File: config.mk
export PLATFORM = sky130hd
export DESIGN_NAME = mux_sel_arbiter
export DESIGN_NICKNAME = d
export VERILOG_FILES = /design/src/rtl/mux_sel_arbiter.sv
export SDC_FILE = /design/constraint.sdc
export NUM_CORES = 1
export LEC_CHECK = 0
export CAP_MARGIN = 10
export CORE_ASPECT_RATIO = 1.4
export CORE_UTILIZATION = 27
export CTS_BUF_LIST = sky130_fd_sc_hd__clkbuf_8
export DETAILED_ROUTE_END_ITERATION = 7
export GPL_TIMING_DRIVEN = 0
export PLACE_DENSITY_LB_ADDON = 0.15
export SLEW_MARGIN = 5
export SYNTH_ARGS = -nofsm -noshare
export SYNTH_HDL_FRONTEND = slang
export SYNTH_SLANG_ARGS = --single-unit
File: constraint.sdc
create_clock -name clk -period 5.3 [get_ports clk]
set_clock_uncertainty 0.05 [all_clocks]
set_input_delay 0.53 -clock clk [delete_from_list [all_inputs] [get_ports clk]]
set_output_delay 0.53 -clock clk [all_outputs]
set_load 0.005 [all_outputs]
File: src/rtl/mux_sel_arbiter.sv
// mux_sel_arbiter: 8-way round-robin arbiter with locking grants, registered mux select and data capture.
// Define MUX_SEL_ARBITER_BURST_LIMIT_EN to cap a contended grant at BURST_LEN cycles.
module mux_sel_arbiter #(
    parameter int BURST_LEN = 4
) (
    input  logic       clk,
    input  logic       rst,
    input  logic [7:0] req,
    input  logic [7:0] i,
    output logic [7:0] gnt,
    output logic [2:0] s,
    output logic       busy,
    output logic       y,
    output logic       y_vld
);
    typedef enum logic {IDLE, GRANT} state_t;
    state_t     state;
    logic [2:0] ptr, base, off, pick;
    logic [7:0] others, rot;
    logic       rel, burst_hit;

    if (BURST_LEN < 1 || BURST_LEN > 15) begin : g_bad_len
        $error("BURST_LEN must be in 1..15");
    end

`ifdef MUX_SEL_ARBITER_BURST_LIMIT_EN
    logic [3:0] cnt;
    assign burst_hit = (cnt == 4'(BURST_LEN)) && |others;
`else
    assign burst_hit = 1'b0;
`endif

    // gnt is zero in IDLE, so others is the full request vector there
    assign others = req & ~gnt;
    assign rel    = (state == GRANT) && (!req[s] || burst_hit);
    assign base   = rel ? s + 3'd1 : ptr;
    assign rot    = 8'({others, others} >> base);
    assign pick   = base + off;

    always_comb begin
        off = '0;
        for (int k = 7; k >= 0; k--) if (rot[k]) off = 3'(k);
    end

    always_ff @(posedge clk or posedge rst) begin
        if (rst) begin
            state <= IDLE;
            ptr   <= '0;
            s     <= '0;
            gnt   <= '0;
            busy  <= 1'b0;
            y     <= 1'b0;
            y_vld <= 1'b0;
`ifdef MUX_SEL_ARBITER_BURST_LIMIT_EN
            cnt   <= '0;
`endif
        end else begin
            y     <= busy & i[s];
            y_vld <= busy;
            if (state == IDLE || rel) begin
                if (rel) ptr <= base;
                if (|others) begin
                    state <= GRANT;
                    s     <= pick;
                    gnt   <= 8'd1 << pick;
                    busy  <= 1'b1;
`ifdef MUX_SEL_ARBITER_BURST_LIMIT_EN
                    cnt   <= 4'd1;
`endif
                end else begin
                    state <= IDLE;
                    gnt   <= '0;
                    busy  <= 1'b0;
                end
            end
`ifdef MUX_SEL_ARBITER_BURST_LIMIT_EN
            else if (cnt != 4'(BURST_LEN)) cnt <= cnt + 4'd1;
`endif
        end
    end
endmodule

==> flow_summary_export.csv, run 1 <==
group,metric,value,unit
worst_setup_path,crit_required,5450,ps
worst_setup_path,startpoint,"req[2]",
sta,rsz0062_at_grt,"false",
sta,finalHoldWorstSlack,355,ps
die,io_pins,32,
sta,fmax,0.217,GHz
synthesis,synth.most_common_cell,"nand3_1",
worst_setup_path,rr_endpoint,"gnt[6]",
cts,cts_tree,"done",
worst_setup_path,r2r-start,"s[0]",
global_routing,gr-usage-all-layers,15.1,%
place,gp_congestion,0.785,
synthesis,yosysWarnings,0,
worst_setup_path,worstPathMaxFanout,9,
routing,vias_per_cell,5.03,
finish,num_antenna_cells,0,
worst_setup_path,critical_path_class,"in2reg",
place,dpl.hpwl,3190,um
cts,cts_setup_buffers,0,
routing,wl,3920,um
finish,finalCoreUtilization,36.7,%
synthesis,synth_nets,180,
sta,fin_crit_sh,87.0,%
min_path,min_to,"y_vld",
cts,cts_sinks,17,
routing,vias,1309,
synthesis,synthTopCellsByCount,"nand3_1, dfrtp_1, mux2i_1, nor2_1",
synthesis,synth_area_leaders,"dfrtp_1, mux2i_1, mux2_2",
cts,htreeDepth,1,
worst_setup_path,reg2reg_slack,780,ps
place,port_buffers,31,
routing,drtAntennaViolNets,0,
cts,ctsHoldBuffers,0,
sta,worst_slew_pin_slew,676,ps
finish,area_growth,29.8,%
synthesis,synth-edff-count,0,
cts,cts_resized,0,
cts,clk_latency,260,ps
synthesis,yosys.area.top_type,"dfrtp_1",
die,die_y,89.6,um
synthesis,ys_seq_area_share,28.7,%
finish,drive_gt1_share,16.5,%
synthesis,async_flop_share,100,%
finish,final_nets,216,
synthesis,syn_area_per_cell,9.32,sq um
synthesis,synth_top_area_share,28.7,%
sta,fin_setup_tns,0,ps
die,start_util,28.3,%
min_path,hold_path.class,"reg2reg",
min_path,holdCritStartpoint,"state",
sta,slew_headroom,54.9,%
cts,cts_buffer_depth,2,
worst_setup_path,end_kind,"register",
cts,cts_buffers,3,
min_path,min_path_cells,0,
flow_run,drv_cap,0,
worst_setup_path,reg2regPathDepth,18,
outcome,run_status,"complete, no violations",
global_routing,grt_max_degree,18,
routing,drc,0,
synthesis,netlist_instances,159,
finish,fin_area,1920,sq um
die,num_rows,31,
global_routing,grt_pass1_wl,6670,um
cts,clockRootBuffer,"clkbuf_8",
die,die_x,64.6,um
global_routing,grt_antenna_before_repair,0,
synthesis,synth_seq_cells,17,
worst_setup_path,cp.arrival,4760,ps
synthesis,ys.flop_type,"dfrtp_1",
sta,slew_viol_final,0,
worst_setup_path,crit_path_start_kind,"input pin",
synthesis,synth_area,1480,sq um
sta,final_hold_viol_count,0,
global_routing,overflow,0,
sta,fin_crit,4610,ps
cts,cts.clk_slew.worst_paths,80,ps
sta,setup_viol,0,
routing,dr.pass1.iters,4,
die,core,5240,sq um
routing,drt-initial-drc-count,32,
place,dpl_cell_area,1870,sq um
global_routing,first_global_vias,1432,
die,die_area,5790,sq um
routing,detail_route.wl_per_cell,15.1,um
synthesis,synth.distinct_cells,40,
==> per-layer routing <==
layer | share of wire, % | routed length, um | vias to the layer above | global-route usage, %
li1 | - | - | 647 | -
met1 | 41 | 1620 | 615 | 17.6
met2 | 52 | 2030 | 36 | 27.3
met3 | 4.2 | 163 | 11 | 2.02
met4 | 2.9 | 112 | 0 | 7.47
met5 | 0 | 0 | - | 0
==> kinds of logic (layout without fill, tap and decap cells) <==
logic type	Yosys count	in the layout	synth area share, %
and+or+nand+nor	69	69	24.4
AOI/OAI and AO/OA	19	19	8.45
xor gates and xnor gates	3	3	1.77
adders and majority gates	3	3	3.04
buffers and inverters	13	48	4.73
DFF	17	17	28.7
muxes	35	35	28.9
==> state kept, by name, indices dropped and copies added (netlist names) <==
register	flops
y_vld	1
state	1
s	3
ptr	3
y	1
gnt	8
==> metrics by stage <==
stage / worst slack [ps] / instances
after floorplan: 1130 / 159
after global placement: 460 / 256
after detailed placement: 401 / 256
after CTS: 659 / 260
after global routing: 382 / 260
final: 691 / 260
==> placed cells by master, fill, tap and decap left out, drive strengths merged <==
cell type	netlist	layout
clkdlybuf4s50	0	31
mux2i	20	20
nand3	19	19
dfrtp	17	17
nor2	15	15
mux2	13	13
nand2	12	12
o21ai	11	11
nand2b	9	9
inv	7	7
buf	5	5
nand4	4	4
clkbuf	1	4
nand3b	3	3
xnor2	2	2
mux4	2	2
ha	2	2
a21oi	2	2
a31oi	2	2
a41o	1	1
and4bb	1	1
or2	1	1
xor2	1	1
and4	1	1
nand4bb	1	1
or3	1	1
and3	1	1
nor2b	1	1
a31o	1	1
a211oi	1	1
o211ai	1	1
fa	1	1
clkinvlp	0	1
==> critical path: stages <==
cell             delay (ps)
clkdlybuf4s50_1         450
mux2i_1                 160
nand3b_1                120
a41o_1                  250
buf_6                   140
mux2i_4                 320
mux2_2                  400
mux2_2                  270
mux2_2                  300
nor2b_1                 140
a31o_2                  230
ha_1                    170
inv_1                    70
fa_1                    480
or3_1                   390
nor2_1                  130
o21ai_0                 110
nand3_1                 100
==> layout make-up <==
cell class	count	area, sq um
Fill cell	566	3310
Multi-Input combinational cell	129	986
Sequential cell	17	425
Timing Repair Buffer	31	310
Tap cell	66	82.6
Buffer	6	43.8
Clock buffer	3	41.3
Inverter	7	26.3
Clock inverter	1	7.51
==> how the worst max path moves through the flow <==
stage,endpoint,slack [ps],cells after the start
2_1_floorplan,gnt[6],1130,18
3_3_place_gp,gnt[6],460,18
3_5_place_dp,gnt[6],400,18
4_1_cts,gnt[6],660,18
5_1_grt,gnt[2],380,18
6_report,gnt[6],690,18
Power of run 1 is not shown: default switching activity piles up to over one toggle a cycle in this logic, so the estimate is an artifact.
==> run 2: changes to the inputs <==
--- a/config.mk
+++ b/config.mk
@@ -7,11 +7,13 @@
 export LEC_CHECK = 0
 export CAP_MARGIN = 10
 export CORE_ASPECT_RATIO = 1.4
+export CORE_MARGIN = 2
 export CORE_UTILIZATION = 27
 export CTS_BUF_LIST = sky130_fd_sc_hd__clkbuf_8
 export DETAILED_ROUTE_END_ITERATION = 7
 export GPL_TIMING_DRIVEN = 0
 export PLACE_DENSITY_LB_ADDON = 0.15
+export SETUP_SLACK_MARGIN = 0.05
 export SLEW_MARGIN = 5
 export SYNTH_ARGS = -nofsm -noshare
 export SYNTH_HDL_FRONTEND = slang
==> flow_summary_export.csv, run 2 (synthesis gave the netlist of run 1 again) <==
group,metric,value,unit
outcome,run_status,"complete, no violations",
worst_setup_path,cpMaxStageDelayCell,"clkdlybuf4s50_1",
finish,drive_gt1_share,16.5,%
cts,clockRootBuffer,"clkbuf_8",
min_path,hold_path.class,"reg2reg",
finish,largest-register,"gnt",
finish,layout_common_cells,"clkdlybuf4s50_1, nand3_1, mux2i_1, dfrtp_1, nor2_1",
routing,wl,3920,um
cts,cts_sinks,17,
die,die_x,66.6,um
finish,top_regs,"gnt: 8 flops, ptr: 3 flops, s: 3 flops",
place,post-place-ws,397,ps
place,gp_congestion,0.834,
worst_setup_path,cp.arrival,4760,ps
global_routing,grt_antenna_before_repair,0,
worst_setup_path,worstPathCellList,"clkdlybuf4s50_1, mux2i_1, nand3_1, a41o_1, buf_6, mux2i_4, mux2_2, mux2_2, mux2_2, nor2b_1, a31o_2, ha_1, inv_1, fa_1, or3_1, nor2_1, o21ai_0, nand3_1",
global_routing,gr-usage-all-layers,13.1,%
cts,cts.clk_slew.worst_paths,70,ps
routing,vias_per_cell,5.00,
sta,setup_ws,683,ps
finish,area_growth,29.6,%
sta,fin_crit_sh,87.1,%
cts,clk_latency,260,ps
global_routing,first_global_vias,1318,
cts,cts_buffers,3,
worst_setup_path,worstPathMaxFanout,9,
routing,vias,1300,
routing,detail_route.wl_per_cell,15.1,um
die,die_y,91.6,um
die,start_util,28.3,%
worst_setup_path,slowest_delay,520,ps
global_routing,grt_max_degree,18,
sta,worst_slew_pin_slew,703,ps
sta,setup_viol,0,
worst_setup_path,crit_path_start_kind,"input pin",
sta,fmax,0.217,GHz
die,core,5240,sq um
finish,num_antenna_cells,0,
routing,dr.pass1.iters,4,
sta,fin_crit,4620,ps
global_routing,grt_pass1_wl,6200,um
worst_setup_path,worst-path-buf-inv,3,
cts,cts_buffer_depth,2,
die,die_area,6100,sq um
sta,slew_headroom,53.1,%
place,dpl.hpwl,3170,um
die,io_pins,32,
global_routing,overflow,0,
worst_setup_path,path_common_cell,"mux2_2",
sta,slew_viol_final,0,
cts,htreeDepth,1,
place,port_buffers,31,
worst_setup_path,critical_path_class,"in2reg",
worst_setup_path,path_delay_family,"multiplexers",
routing,drc,0,
sta,rsz0062_at_grt,"false",
worst_setup_path,crit_required,5450,ps
worst_setup_path,end_kind,"register",
cts,ctsHoldBuffers,0,
sta,fin_setup_tns,0,ps
routing,drt-initial-drc-count,36,
sta,final_hold_viol_count,0,
cts,cts_setup_buffers,0,
finish,largest_register_ff_count,8,
finish,final_nets,216,
finish,final_common_cell,"clkdlybuf4s50_1",
cts,cts_resized,0,
flow_run,drv_cap,0,
die,num_rows,31,
cts,cts_tree,"done",
routing,drtAntennaViolNets,0,
-- run 2: cell types whose count changed in the layout (fill, tap and decap cells not counted), sizes merged --
cell / delta
clkinv: +1
clkinvlp: -1
-- run 2: layer usage --
| metal | part of all wire, % | vias to the layer above | global-route usage [%] |
|---|---|---|---|
| met2 | 53 | 27 | 23.8 |
| met1 | 42 | 624 | 15.7 |
| met3 | 4.0 | 4 | 1.96 |
| li1 | - | 645 | - |
| met4 | 1.0 | 0 | 3.57 |
| met5 | 0 | - | 0 |
-- run 2: through the flow --
| stage | instance area [sq um] | cells | hold WS [ps] | util, % |
|---|---|---|---|---|
| finish | 1920 | 260 | 352 | 36.7 |
| global route | 1920 | 260 | 381 | 36.7 |
| CTS | 1920 | 260 | 357 | 36.7 |
| detailed placement | 1870 | 256 | 341 | 35.8 |
| global placement | 1870 | 256 | 330 | 35.8 |
| floorplan | 1480 | 159 | 346 | - |
-- run 2: area by class of cell --
class                      count  area (sq um)
timing repair buffer          31           310
tap                           66          82.6
fill                         556          3320
clock inverter                 1          5.00
clock buffer                   3          41.3
multi-input combinational    129           986
buffer                         6          43.8
sequential                    17           425
inverter                       7          26.3
-- run 2: final timing paths --
path | startpoint | endpoint | slack, ps | cells past startpoint
max in group asynchronous | rst | gnt[4] | 4130 | 2
max | req[7] | gnt[2] | 680 | 18
max reg2reg | s[0] | gnt[2] | 800 | 18
min | state | y_vld | 350 | 0
min reg2reg | state | y_vld | 350 | 0
min in group asynchronous | rst | y_vld | 630 | 2
-- run 2: worst register-to-register path, stage by stage (launching register included) --
cell and delay, ps:
dfrtp_1 390, buf_6 170, mux2i_1 200, nand3b_1 120
a41o_1 270, buf_6 150, mux2i_4 320, mux2_2 390
mux2_2 280, mux2_2 300, nor2b_1 140, a31o_2 230
ha_1 170, inv_1 60, fa_1 470, or3_1 400
nor2_1 130, o21ai_0 110, nand3_1 90
Power of run 2 is left out for the same reason.
==> run 3: changes to the inputs <==
--- a/config.mk
+++ b/config.mk
@@ -5,7 +5,7 @@
 export SDC_FILE = /design/constraint.sdc
 export NUM_CORES = 1
 export LEC_CHECK = 0
-export CAP_MARGIN = 10
+export CAP_MARGIN = 15
 export CORE_ASPECT_RATIO = 1.4
 export CORE_MARGIN = 2
 export CORE_UTILIZATION = 27
@@ -13,6 +13,7 @@
 export DETAILED_ROUTE_END_ITERATION = 7
 export GPL_TIMING_DRIVEN = 0
 export PLACE_DENSITY_LB_ADDON = 0.15
+export RECOVER_POWER = 50
 export SETUP_SLACK_MARGIN = 0.05
 export SLEW_MARGIN = 5
 export SYNTH_ARGS = -nofsm -noshare
==> flow_summary_export.csv, run 3 (synthesis gave the netlist of run 1 again) <==
group,metric,value,unit
outcome,run_status,"complete, no violations",
sta,fin_crit,4620,ps
routing,vias,1300,
routing,drt-initial-drc-count,35,
sta,fin_setup_tns,0,ps
global_routing,grt_max_degree,18,
sta,setup_viol,0,
finish,stdcell_count,260,
global_routing,top_usage_layer,"met2",
cts,clk_latency,260,ps
routing,drtAntennaViolNets,0,
worst_setup_path,rr_endpoint,"gnt[2]",
cts,htreeDepth,1,
flow_run,drv_cap,0,
finish,top_regs,"gnt: 8 flops, ptr: 3 flops, s: 3 flops",
die,die_y,91.6,um
routing,vias_per_cell,5.00,
cts,cts_tree,"done",
finish,num_antenna_cells,0,
global_routing,met1_usage,15.7,%
global_routing,grt_antenna_before_repair,0,
worst_setup_path,worstPathMaxFanout,9,
routing,detail_route.wl_per_cell,15.1,um
worst_setup_path,startpoint,"req[7]",
global_routing,overflow,0,
place,dpl.hpwl,3170,um
global_routing,met3_usage,1.96,%
sta,slew_headroom,53.1,%
global_routing,first_global_vias,1318,
cts,cts_setup_buffers,0,
die,die_area,6100,sq um
worst_setup_path,reg2reg_slack,800,ps
sta,finalHoldWorstSlack,347,ps
routing,wl,3920,um
worst_setup_path,crit_required,5450,ps
place,placed_cells,256,
sta,final_hold_viol_count,0,
worst_setup_path,cp.arrival,4760,ps
finish,largest_register_ff_count,8,
cts,cts_buffer_depth,2,
place,port_buffers,31,
finish,drive_gt1_share,16.5,%
sta,worst_slew_pin_slew,703,ps
cts,cts_sinks,17,
finish,seqCellArea,425,sq um
global_routing,grt_pass1_wl,6200,um
worst_setup_path,crit_path_start_kind,"input pin",
cts,cts_buffers,3,
cts,cts_resized,0,
min_path,holdCritStartpoint,"state",
finish,final_common_cell,"clkdlybuf4s50_1",
routing,drc,0,
finish,largest-register,"gnt",
worst_setup_path,critical_path_class,"in2reg",
sta,fin_crit_sh,87.1,%
die,start_util,28.3,%
sta,rsz0062_at_grt,"false",
finish,final_nets,216,
die,io_pins,32,
sta,slew_viol_final,0,
finish,layout_common_cells,"clkdlybuf4s50_1, nand3_1, mux2i_1, dfrtp_1, nor2_1",
finish,multi_input_area,986,sq um
cts,cts.clk_slew.worst_paths,70,ps
worst_setup_path,end_kind,"register",
die,num_rows,31,
place,gp_congestion,0.834,
finish,fillerInstances,556,
worst_setup_path,crit_end,"gnt[2]",
cts,ctsHoldBuffers,0,
global_routing,met2_usage,23.8,%
global_routing,gr-usage-all-layers,13.1,%
finish,area_growth,29.6,%
min_path,hold_path.class,"reg2reg",
cts,clockRootBuffer,"clkbuf_8",
worst_setup_path,r2r-start,"s[0]",
die,die_x,66.6,um
die,core,5240,sq um
sta,fmax,0.217,GHz
worst_setup_path,reg2regPathDepth,18,
routing,dr.pass1.iters,4,
-- run 3: per-layer routing --
layer,routed length (um),part of all wire (%)
met1,1650,42
met2,2070,53
met3,157,4.0
met4,39,1.0
met5,0,0
-- run 3: metrics by stage --
| stage | worst slack, ps | cell area (sq um) | util, % |
|---|---|---|---|
| global placement | 455 | 1870 | 35.8 |
| finish | 683 | 1920 | 36.7 |
| floorplan | 1130 | 1480 | - |
| global route | 355 | 1920 | 36.7 |
| detailed placement | 397 | 1870 | 35.8 |
| CTS | 651 | 1920 | 36.7 |
-- run 3: layout make-up --
cell class	count	area share, %
tap	66	4.30
buffer	6	2.28
multi-input combinational	129	51.3
sequential	17	22.1
timing repair buffer	31	16.2
clock inverter	1	0.261
clock buffer	3	2.15
inverter	7	1.37
-- run 3: worst min path at each step --
stage | end | slack, ps | depth (start not counted)
after floorplan | y_vld | 350 | 0
after global placement | y_vld | 330 | 0
after detailed placement | y_vld | 340 | 0
after CTS | y_vld | 360 | 0
after global routing | y_vld | 380 | 0
final | y_vld | 350 | 0
-- run 3: worst max-delay path, cell delays in order --
cell and delay (ps):
clkdlybuf4s50_1 520, mux2i_1 100, nand3_1 110, a41o_1 200, buf_6 150, mux2i_4 380
mux2_2 390, mux2_2 280, mux2_2 300, nor2b_1 140, a31o_2 230, ha_1 170
inv_1 60, fa_1 470, or3_1 400, nor2_1 130, o21ai_0 110, nand3_1 90
Power of run 3 is left out for the same reason.
